[src/rtl/photon_pulse_pkg.sv]
// Shared types and constants for the photon stimulus pulse generator:
// FSM state encoding, LFSR tap mask/seed and a small sizing helper.
package photon_pulse_pkg;

    typedef enum logic [1:0] {
        ST_STARTUP = 2'd0,
        ST_HIGH    = 2'd1,
        ST_LOW     = 2'd2,
        ST_GAP     = 2'd3
    } state_t;

    // Fibonacci taps for x^16 + x^14 + x^13 + x^11 + 1 (state bits 15, 13, 12, 10)
    localparam logic [15:0] LFSR_TAP_MASK = 16'hB400;
    localparam logic [15:0] LFSR_SEED     = 16'hACE1;

    function automatic int max3(input int a, input int b, input int c);
        int m;
        m = a;
        if (b > m) m = b;
        if (c > m) m = c;
        return m;
    endfunction

endpackage

[src/rtl/photon_pulse_lfsr16.sv]
// 16-bit Fibonacci LFSR stepping every cycle; seeded on asynchronous active-low reset.
// Only instantiated when the low-phase jitter option is built in.
module lfsr16
    import photon_pulse_pkg::*;
(
    input  logic        clk,
    input  logic        rst,
    output logic [15:0] out
);

    logic [15:0] lfsr_q;
    logic [15:0] lfsr_d;

    always_comb begin
        lfsr_d = {lfsr_q[14:0], ^(lfsr_q & LFSR_TAP_MASK)};
    end

    always_ff @(posedge clk or negedge rst) begin
        if (!rst) begin
            lfsr_q <= LFSR_SEED;
        end else begin
            lfsr_q <= lfsr_d;
        end
    end

    assign out = lfsr_q;

endmodule

[src/rtl/photon_pulse_top.sv]
// Periodic burst pulse generator driving the analog front-end stimulus input.
// Build option SIGNAL_JITTER_EN adds an LFSR-driven random extension to each low phase.
module photon_pulse_top
    import photon_pulse_pkg::*;
#(
    parameter int START_DELAY   = 16,
    parameter int PERIOD_CYCLES = 50,
    parameter int PULSE_CYCLES  = 5,
    parameter int BURST_LEN     = 4,
    parameter int GAP_CYCLES    = 200,
    parameter int JITTER_BITS   = 3
) (
    input  logic clk,
    input  logic rst,
    output logic signal
);

    localparam int CNT_W = $clog2(max3(START_DELAY, PERIOD_CYCLES, GAP_CYCLES) + 1) + 1;
    localparam int IDX_W = $clog2(BURST_LEN + 1);

    // Every phase of N cycles loads N-1; startup loads the full delay because it
    // starts counting on the first edge that sees the synchronized reset high.
    localparam logic [CNT_W-1:0] LOAD_START = CNT_W'(START_DELAY);
    localparam logic [CNT_W-1:0] LOAD_HIGH  = CNT_W'(PULSE_CYCLES - 1);
    localparam logic [CNT_W-1:0] LOAD_LOW   = CNT_W'(PERIOD_CYCLES - PULSE_CYCLES - 1);
    localparam logic [CNT_W-1:0] LOAD_GAP   = CNT_W'(GAP_CYCLES - 1);

    if (PULSE_CYCLES < 1) begin : g_chk_pulse
        $error("photon_pulse_top: PULSE_CYCLES must be >= 1");
    end
    if (PERIOD_CYCLES <= PULSE_CYCLES) begin : g_chk_period
        $error("photon_pulse_top: PERIOD_CYCLES must exceed PULSE_CYCLES");
    end
    if (BURST_LEN < 1) begin : g_chk_burst
        $error("photon_pulse_top: BURST_LEN must be >= 1");
    end
    if (JITTER_BITS < 1 || JITTER_BITS > 16) begin : g_chk_jitter
        $error("photon_pulse_top: JITTER_BITS must be in 1..16");
    end

    logic [1:0]       rst_sync_q;
    logic             run;
    state_t           state_q, state_d;
    logic [CNT_W-1:0] cnt_q, cnt_d;
    logic [IDX_W-1:0] idx_q, idx_d;
    logic             signal_q, signal_d;
    logic [CNT_W-1:0] low_load;

    always_ff @(posedge clk or negedge rst) begin
        if (!rst) begin
            rst_sync_q <= '0;
        end else begin
            rst_sync_q <= {rst_sync_q[0], 1'b1};
        end
    end

    assign run = rst_sync_q[1];

`ifdef SIGNAL_JITTER_EN
    localparam logic [15:0] JITTER_MASK = 16'((1 << JITTER_BITS) - 1);

    logic [15:0] lfsr_w;

    lfsr16 u_lfsr (
        .clk (clk),
        .rst (rst),
        .out (lfsr_w)
    );

    assign low_load = LOAD_LOW + CNT_W'(lfsr_w & JITTER_MASK);
`else
    assign low_load = LOAD_LOW;
`endif

    always_comb begin
        state_d = state_q;
        cnt_d   = cnt_q;
        idx_d   = idx_q;
        if (!run) begin
            state_d = ST_STARTUP;
            cnt_d   = LOAD_START;
            idx_d   = '0;
        end else begin
            case (state_q)
                ST_STARTUP: begin
                    if (cnt_q == '0) begin
                        state_d = ST_HIGH;
                        cnt_d   = LOAD_HIGH;
                    end else begin
                        cnt_d = cnt_q - 1'b1;
                    end
                end
                ST_HIGH: begin
                    if (cnt_q == '0) begin
                        state_d = ST_LOW;
                        cnt_d   = low_load;
                    end else begin
                        cnt_d = cnt_q - 1'b1;
                    end
                end
                ST_LOW: begin
                    if (cnt_q == '0) begin
                        if (int'(idx_q) < BURST_LEN - 1) begin
                            state_d = ST_HIGH;
                            cnt_d   = LOAD_HIGH;
                            idx_d   = idx_q + 1'b1;
                        end else if (GAP_CYCLES == 0) begin
                            state_d = ST_HIGH;
                            cnt_d   = LOAD_HIGH;
                            idx_d   = '0;
                        end else begin
                            state_d = ST_GAP;
                            cnt_d   = LOAD_GAP;
                            idx_d   = '0;
                        end
                    end else begin
                        cnt_d = cnt_q - 1'b1;
                    end
                end
                ST_GAP: begin
                    if (cnt_q == '0) begin
                        state_d = ST_HIGH;
                        cnt_d   = LOAD_HIGH;
                    end else begin
                        cnt_d = cnt_q - 1'b1;
                    end
                end
                default: begin
                    state_d = ST_STARTUP;
                    cnt_d   = LOAD_START;
                    idx_d   = '0;
                end
            endcase
        end
        signal_d = (state_d == ST_HIGH);
    end

    always_ff @(posedge clk or negedge rst) begin
        if (!rst) begin
            state_q  <= ST_STARTUP;
            cnt_q    <= '0;
            idx_q    <= '0;
            signal_q <= 1'b0;
        end else begin
            state_q  <= state_d;
            cnt_q    <= cnt_d;
            idx_q    <= idx_d;
            signal_q <= signal_d;
        end
    end

    assign signal = signal_q;

endmodule

[config.mk]
export PLATFORM = sky130hd
export DESIGN_NAME = photon_pulse_top
export DESIGN_NICKNAME = d
export VERILOG_FILES = /design/src/rtl/photon_pulse_pkg.sv /design/src/rtl/photon_pulse_lfsr16.sv /design/src/rtl/photon_pulse_top.sv
export SDC_FILE = /design/constraint.sdc
export NUM_CORES = 1
export LEC_CHECK = 0
export ABC_AREA = 1
export CAP_MARGIN = 20
export CORE_UTILIZATION = 30
export CTS_BUF_LIST = sky130_fd_sc_hd__clkbuf_8 sky130_fd_sc_hd__clkbuf_16
export DETAILED_ROUTE_END_ITERATION = 16
export PLACE_DENSITY = 0.5
export SYNTH_ARGS = -nofsm -noshare
export SYNTH_HDL_FRONTEND = slang
export SYNTH_HIERARCHICAL = 1
export SYNTH_SLANG_ARGS = --single-unit
[constraint.sdc]
create_clock -name clk -period 3.7 [get_ports clk]
set_input_delay 0.555 -clock clk [delete_from_list [all_inputs] [get_ports clk]]
set_output_delay 0.555 -clock clk [all_outputs]
set_load 0.02 [all_outputs]
==> results.md <==
* Hold Slack at 0.349 ns
* Final std cells w/o fill at 145
* Crit Path Max Fanout at 1
* Crit path DAT at 1.18 ns
* Placed cell count at 141
* Cell area after layout at 1010 um2
* Initial Util at 0.325
* Syn Nets at 114
* Detail Route Antenna Nets at 0
* Reg2Reg Setup Slack at 2.15 ns
* Unique masters post-synth at 23
* Site Rows at 19
* Kind of cell adding the most delay to the critical path: buffers and inverters
* Mapped Area at 911 um2
* Initial antenna violation count at 0
* Root Driver: clkbuf_8
* RSZ-0062 raised after global routing: no
* Levels on crit path at 1
* Startpoint types: flop
* Skew final at 0.00255 ns
* I/O pin cnt at 3
* Finish-stage setup viols at 0
* Vias in the first global route at 700
* Final slew viol count at 0
* Worst-margin pin slew at 0.796 ns
* Via/cell ratio at 4.67
* CTS H-tree depth at 1
* Hold depth at 0
* Post-Syn Area per Cell at 8.43 um2
* CP required at 3.14 ns
* Total CTS buffers at 3
* Worst path buffer plus inverter count at 1
* Post-CTS sizing at 0
* Post-Route WL at 1590 um
* I/O Buffers at 2
* Setup TNS after final layout at 0 ns
* Post-DP HPWL at 1220 um
* First-pass GRT wire length at 2890 um
* Slew headroom at 0.468
* Hold crit path type: flop to flop
* Share of layout cells above drive strength 1 at 0.158
* CP Class: flop to output pin
* CTS Buffer Depth at 2
* Cells along the critical path: clkdlybuf4s50_1
* Design Power at 698 uW
* Die height at 57.1 um
* Yosys warning count at 6
* Final core occ at 0.362
* PwrDens at 688 nW/um2
* Core area at 2810 um2
* Placed inst area at 970 um2
* GRT Util Overall at 0.116
* Final Wtd Congestion at 0.725
* Critical path's largest stage delay at 0.60 ns
* Fin. Hold Viols at 0
* Critical path's slowest cell: clkdlybuf4s50_1
* DRC at 0
* TritonCTS clock tree: built
* Post-synthesis register bit count at 17
* Post-synthesis sequential area ratio at 0.467
* R2r worst-path depth at 8
* Fin crit period at 1.73 ns
* GRT overflow at 0
* Final net count at 121
* N_diodes at 0
* Clk slew on worst S/H paths at 0.06 ns
* Setup repair bufs after CTS at 0
* Tcrit/Tclk final at 0.468
* Area growth, synth to finish at 11.4%
* Status: finished clean
* Clock sink total at 17
* Syn Inst Count at 108
* Final WS setup at 1.97 ns
* Fmax at 0.578 GHz
* First-pass iteration count of the detailed router at 4
* Iter 0 DRT Violations at 18
* Later-pin clock latency in the skew report at 0.25 ns
* Peak VDD IR at 309 uV
* MaxCap Viol Count at 0
* Pin count of the biggest net entering global routing at 18
* Pleak at 0.487 nW
* Drt wl/cell at 11.0 um
* Cts hold-fix bufs at 0
* Post-place setup slack at 2.10 ns
* Chip width at 57.1 um
* Die area at 3260 um2
* CP Capture Type: output pin
* Routed via count at 677
## per-layer routing
layer,wire [um],GRT usage,vias up
met2,783,0.200,7
met4,13,0.0418,0
met3,54,0.0408,2
li1,-,-,346
met1,739,0.133,322
met5,0,0,-
## final cells by class
| cell class | count | area (um2) |
|---|---|---|
| well taps | 31 | 38.8 |
| inverters | 17 | 65.1 |
| flip-flops and latches | 17 | 425 |
| multi-input cells | 74 | 420 |
| fillers | 312 | 1790 |
| clock buffers | 3 | 41.3 |
| clock inverters | 1 | 3.75 |
| repair buffers | 2 | 20.0 |
## kinds of logic (layout without fill, tap and decap cells)
logic type                 count (synthesis)  in the layout  synth area share
and+or+nand+nor                           54             54             0.293
DFF                                       17             17             0.467
buffers and inverters                     17             23            0.0714
AOI/OAI and AO/OA                         12             12            0.0811
adders and majority gates                  4              4            0.0549
xor gates and xnor gates                   3              3            0.0289
other                                      1              1           0.00412
## final timing paths
kind / start / end
max in group asynchronous: rst / state_q[1]$_DFF_PN0_
worst max register to register: cnt_q[0]$_DFF_PN0_ / state_q[1]$_DFF_PN0_
worst max-delay path: signal$_DFF_PN0_ / signal
min in group asynchronous: rst / cnt_q[2]$_DFF_PN0_
worst min-delay path: rst_sync_q[0]$_DFF_PN0_ / rst_sync_q[1]$_DFF_PN0_
worst min register to register: rst_sync_q[0]$_DFF_PN0_ / rst_sync_q[1]$_DFF_PN0_
## cell usage in the layout, fill, tap and decap left out
cell type / count
nand4_1: 1
nor2_4: 2
nand3_2: 1
dfrtp_1: 17
o21bai_1: 1
nor2_2: 3
nor3_1: 2
clkinv_2: 1
and2_1: 1
clkdlybuf4s50_1: 2
or2_2: 2
a21oi_2: 1
inv_1: 17
nand2_2: 2
ha_1: 4
xor2_1: 3
nand2_1: 17
o21ai_0: 2
o21ai_2: 2
nand2_4: 1
nand3_1: 8
a21oi_1: 6
nor2_1: 14
conb_1: 1
clkbuf_8: 3
## registers in the layout, indices dropped and copies added, names as in the netlist
name,cells
cnt_q,9
idx_q,3
rst_sync_q,2
state_q,2
signal,1
## cell usage after synthesis (all sizes together)
library cell / instances / area share
conb: 1 / 0.0041
ha: 4 / 0.055
nand3: 9 / 0.055
nand4: 1 / 0.0069
clkinv: 1 / 0.0055
nor2: 19 / 0.10
xor2: 3 / 0.029
and2: 1 / 0.0069
dfrtp: 17 / 0.47
inv: 16 / 0.066
o21ai: 4 / 0.030
nand2: 20 / 0.096
a21oi: 7 / 0.043
or2: 2 / 0.014
nor3: 2 / 0.011
o21bai: 1 / 0.0082
## power breakdown
part / leakage (nW) / switching [mW] / internal (mW) / total, mW
Sequential: 0.223 / 0.0317 / 0.230 / 0.262
Combinational: 0.236 / 0.187 / 0.117 / 0.304
Clock: 0.0269 / 0.0587 / 0.0735 / 0.132
(Power assumes the default switching activity.)
